File: src/rtl/cic_integ_decim.sv
// -----------------------------------------------------------------------------
// cic_integ_decim
//
// Integrator and decimator half of a CIC decimation filter. Each accepted
// input sample (val_in=1) is sign-extended to the full CIC growth width and
// pushed through N cascaded integrators. The integrators form a pipelined
// chain: stage k accumulates the registered (pre-edge) value of stage k-1, so
// an impulse reaches the last stage after N accepted samples. Every R-th
// accepted sample (R = 2**RLOG) the new value of the last integrator is
// captured into data_out and val_out pulses for one cycle. The downstream
// comb stage consumes every pulse; there is no backpressure.
//
// All arithmetic is Wout-bit two's complement and wraps on overflow. The
// wrap is intentional: the comb stage that follows undoes it exactly as long
// as Wout covers the full CIC bit growth.
//
// Parameters:
//   Win   input sample width (signed)
//   N     number of integrator stages (1..6)
//   RLOG  log2 of the decimation factor (1..6)
//   Wout  derived output/internal width, Win + N*RLOG
//
// Ports:
//   clk       system clock, rising-edge active
//   rst       asynchronous active-low reset; clears all state immediately
//   data_in   signed input sample, qualified by val_in
//   val_in    input sample strobe, gaps allowed
//   data_out  signed decimated integrator output, held between pulses
//   val_out   one-cycle pulse marking a new data_out
// -----------------------------------------------------------------------------
module cic_integ_decim #(
    parameter int  Win  = 16,
    parameter int  N    = 3,
    parameter int  RLOG = 3,
    localparam int Wout = Win + N * RLOG
) (
    input  logic                   clk,
    input  logic                   rst,
    input  logic signed [Win-1:0]  data_in,
    input  logic                   val_in,
    output logic signed [Wout-1:0] data_out,
    output logic                   val_out
);

    // -------------------------------------------------------------------------
    // Integrator chain
    // -------------------------------------------------------------------------
    logic signed [Wout-1:0] integ_q  [N];
    logic signed [Wout-1:0] integ_d  [N];
    logic signed [Wout-1:0] stage_in [N];

    // Full-width sign extension of the input sample.
    logic signed [Wout-1:0] data_in_ext;
    assign data_in_ext = {{(Wout - Win){data_in[Win-1]}}, data_in};

    // Stage 0 integrates the input sample; every later stage integrates the
    // registered output of its predecessor. Using the registered value (not
    // the predecessor's next value) is what gives the one-sample skew per
    // stage and keeps each adder on a single-adder-deep path.
    generate
        for (genvar gi = 0; gi < N; gi++) begin : gen_stage
            if (gi == 0) begin : gen_first
                assign stage_in[gi] = data_in_ext;
            end else begin : gen_rest
                assign stage_in[gi] = integ_q[gi-1];
            end
            // Modular add: overflow wraps silently by design.
            assign integ_d[gi] = integ_q[gi] + stage_in[gi];
        end
    endgenerate

    always_ff @(posedge clk or negedge rst) begin
        if (!rst) begin
            for (int i = 0; i < N; i++) begin
                integ_q[i] <= '0;
            end
        end else if (val_in) begin
            for (int i = 0; i < N; i++) begin
                integ_q[i] <= integ_d[i];
            end
        end
    end

    // -------------------------------------------------------------------------
    // Decimation counter
    // -------------------------------------------------------------------------
    // R is a power of two, so an RLOG-bit counter wraps from R-1 back to 0
    // on its own and "last sample of the block" is simply all ones.
    logic [RLOG-1:0] cnt_q;
    logic [RLOG-1:0] cnt_d;
    logic            cnt_last;

    assign cnt_last = (cnt_q == {RLOG{1'b1}});
    assign cnt_d    = cnt_q + RLOG'(1);

    always_ff @(posedge clk or negedge rst) begin
        if (!rst) begin
            cnt_q <= '0;
        end else if (val_in) begin
            cnt_q <= cnt_d;
        end
    end

    // -------------------------------------------------------------------------
    // Decimated output register
    // -------------------------------------------------------------------------
    // The output takes the last stage's *next* value so the sample accepted
    // on this edge is already included in the decimated result.
    logic                   take_out;
    logic signed [Wout-1:0] data_out_q;
    logic                   val_out_q;

    assign take_out = val_in && cnt_last;

    always_ff @(posedge clk or negedge rst) begin
        if (!rst) begin
            data_out_q <= '0;
            val_out_q  <= 1'b0;
        end else begin
            val_out_q <= take_out;
            if (take_out) begin
                data_out_q <= integ_d[N-1];
            end
        end
    end

    assign data_out = data_out_q;
    assign val_out  = val_out_q;

endmodule

File: config.mk
export PLATFORM = sky130hd
export DESIGN_NAME = cic_integ_decim
export DESIGN_NICKNAME = d
export VERILOG_FILES = /design/src/rtl/cic_integ_decim.sv
export SDC_FILE = /design/constraint.sdc
export NUM_CORES = 1
export LEC_CHECK = 0
export ABC_AREA = 1
export CAP_MARGIN = 40
export CORE_UTILIZATION = 63
export DETAILED_ROUTE_END_ITERATION = 12
export PLACE_DENSITY = 0.94
export SYNTH_ARGS = -nofsm -noshare
export SYNTH_HDL_FRONTEND = slang
export SYNTH_SLANG_ARGS = --single-unit
File: constraint.sdc
create_clock -name clk -period 4.1 [get_ports clk]
set_input_delay 1.025 -clock clk [delete_from_list [all_inputs] [get_ports clk]]
set_output_delay 1.025 -clock clk [all_outputs]
set_load 0.05 [all_outputs]
==> flow_summary.ini <==
[sta]
finalHoldViolations = 0
max_clock_freq_ghz = 0.363
slew_viol_final = 0
finalSetupTns_ns = 0
min_period_over_period_pct = 67.2
whs_ns = 0.479
fin_ws_ns = 1.35
setup_viol = 0
tightestPinTransition_ns = 0.710
slew_headroom_pct = 52.7
finClkSkew_ns = 0.0103
rsz0062_at_grt = false
fin_crit_ns = 2.75

[place]
pre_cts_ws_ns = 1.01
globalplace.congestion = 1.01
dp_hpwl_mm = 18.9
io_buffers = 44

[worst_setup_path]
max_stage_delay_ns = 0.63
cp_max_fo = 10
cp_top_family = simple AND/OR/NAND/NOR gates
crit_slowest_cell = clkdlybuf4s50_1
end_kind = flip-flop
crit_chain = clkdlybuf4s50_1 -> ha_1 -> nand2_1 -> nor2_1 -> nand2_1 -> nor2_1 -> nand2_1 -> nand3_1 -> nand2_1 -> nand3_1 -> nand2_1
criticalPathCategory = input pin to flip-flop
worst-path-buf-inv = 1
critPathLaunchType = input pin
reg2reg_depth = 7
required_ns = 4.35
cp_common_cell = nand2_1
regToRegEndpoint = data_out[16]
crit_arrival_ns = 3.00
r2r_slack_ns = 1.84
r2r_start = cnt_q[0]

[clock_tree]
worstSkewPairLatency_ns = 0.36
clk_pin_slew_ns = 0.07
cts_post_setup_buffers_inserted = 0
clock_sinks = 104
cts.htree.levels = 3
clockBufferDepth = 2
cts_tree = yes
hold_buffers = 0
cts.root.buffer_cell = clkbuf_16
cts_resized = 0
cts_buffers = 9

[detailed_routing]
wl_per_cell_um = 13.9
avgViaCountPerCell = 5.37
drt-total-wl_mm = 24.2
remaining_drc_errors = 0
ant_nets = 0
vias = 9347
first_pass_iters = 5
drt-initial-drc-count = 659

[die]
die_y_um = 123
die_area_um2 = 15200
fp.dieW_um = 123
core-area_um2 = 14100
num_io_pins = 45
rows = 43
start_util_pct = 65.8

[yosys]
synthesis.area_um2 = 9270
ys_seq_area_share_pct = 28.1
yosysUniqueCellTypes = 28
synth_nets = 1613
syn_avg_cell_area_um2 = 6.11
ys_warn_count = 0
syn_inst = 1517
synth_seq_cells = 104

[min_path]
hp-class = flip-flop to flip-flop
worstHoldPathCells = 2
min_from = data_out[18]
min_to = data_out[18]

[cells_and_area]
n_antenna_cell = 0
final_cell_mix = nand2_1 (668), inv_1 (250), nand3_1 (123)
fillers = 1175
multi_input_area_um2 = 5640
drive_gt1_share_pct = 3.85
final_common_cell = nand2_1
final_nets = 1652
area_growth_pct = 10.2
regArea_um2 = 2600

[outcome]
outcome = finished clean

[job]
drv_cap = 0

[global_routing]
antenna_found_initial = 0
grt_pass1_vias = 9098
grt_overflow_total = 0
grt_start_max_net_pins = 67
grt_first_pass_wirelength_mm = 40.4
grt_usage_pct = 34.3
==> worst max-delay path by stage <==
stage | startpoint | endpoint | slack [ns] | depth (start not counted)
after detailed placement | data_in[15] | integ_q[72] | 1.01 | 11
after global routing | data_in[15] | integ_q[71] | 1.17 | 11
after CTS | data_in[15] | integ_q[68] | 1.38 | 11
after floorplan | data_in[0] | integ_q[62] | 1.63 | 11
final | data_in[15] | integ_q[74] | 1.35 | 11
after global placement | data_in[15] | integ_q[74] | 1.05 | 11
==> tightest hold or removal path, delay by kind of cell, from the launching register on <==
family / cells / cell delay [ns]
DFF: 1 / 0.34
and+or+nand+nor: 2 / 0.10
==> synth_stat cells <==
master / count / share of area, %
a21oi_1: 37 / 2.0
a21oi_2: 1 / 0.094
a31oi_1: 2 / 0.13
and2_1: 3 / 0.20
buf_1: 2 / 0.081
buf_2: 6 / 0.32
clkbuf_1: 13 / 0.53
clkinv_1: 1 / 0.040
dfrtp_1: 104 / 28
fa_1: 3 / 0.65
ha_1: 74 / 10
inv_1: 250 / 10
inv_2: 2 / 0.081
nand2_1: 668 / 27
nand2_2: 20 / 1.3
nand3_1: 123 / 6.6
nand3_2: 2 / 0.22
nand3b_1: 19 / 1.5
nand4_1: 18 / 1.2
nor2_1: 83 / 3.4
nor2_2: 5 / 0.34
nor2_4: 8 / 0.97
nor3_1: 6 / 0.32
o21ai_0: 28 / 1.5
o21ai_1: 7 / 0.38
or2_1: 7 / 0.47
xnor2_1: 21 / 2.0
xor2_1: 4 / 0.38
==> routing by layer <==
layer / GRT usage [%] / share of wire [%] / routed length [µm]
met1: 38.1 / 42 / 10100
met2: 61.2 / 48 / 11600
met3: 5.30 / 4.6 / 1120
met4: 21.0 / 5.7 / 1390
met5: 0 / 0 / 0
==> stage by stage <==
stage               std cells  utilization (%)  cell area (µm²)
floorplan                1517                -             9270
global placement         1725             70.2             9900
detailed placement       1725             70.2             9900
CTS                      1740             72.5            10200
global route             1740             72.5            10200
finish                   1740             72.5            10200
==> registers in the layout, summed over array words and instances, names as in the netlist <==
name / flops
integ_q: 75
data_out: 25
val_out: 1
cnt_q: 3
==> kinds of logic (layout without fill, tap and decap cells) <==
logic type | Yosys count | count (layout) | synth area share, %
compound gates | 75 | 75 | 4.11
fa+ha+maj | 77 | 77 | 10.6
simple gates | 962 | 962 | 43.7
xor+xnor | 25 | 25 | 2.36
buf+inv | 274 | 317 | 11.2
flops | 104 | 104 | 28.1
==> cell type report <==
cell class / count / area share [%]
clock buffers: 9 / 2.20
clock inverters: 6 / 0.955
inverters: 253 / 9.29
multi-input cells: 1139 / 55.1
flip-flops and latches: 104 / 25.5
well taps: 180 / 2.20
repair buffers: 49 / 4.73
Power is not shown: default switching activity piles up to over one toggle a cycle in this logic, so the estimate is an artifact.
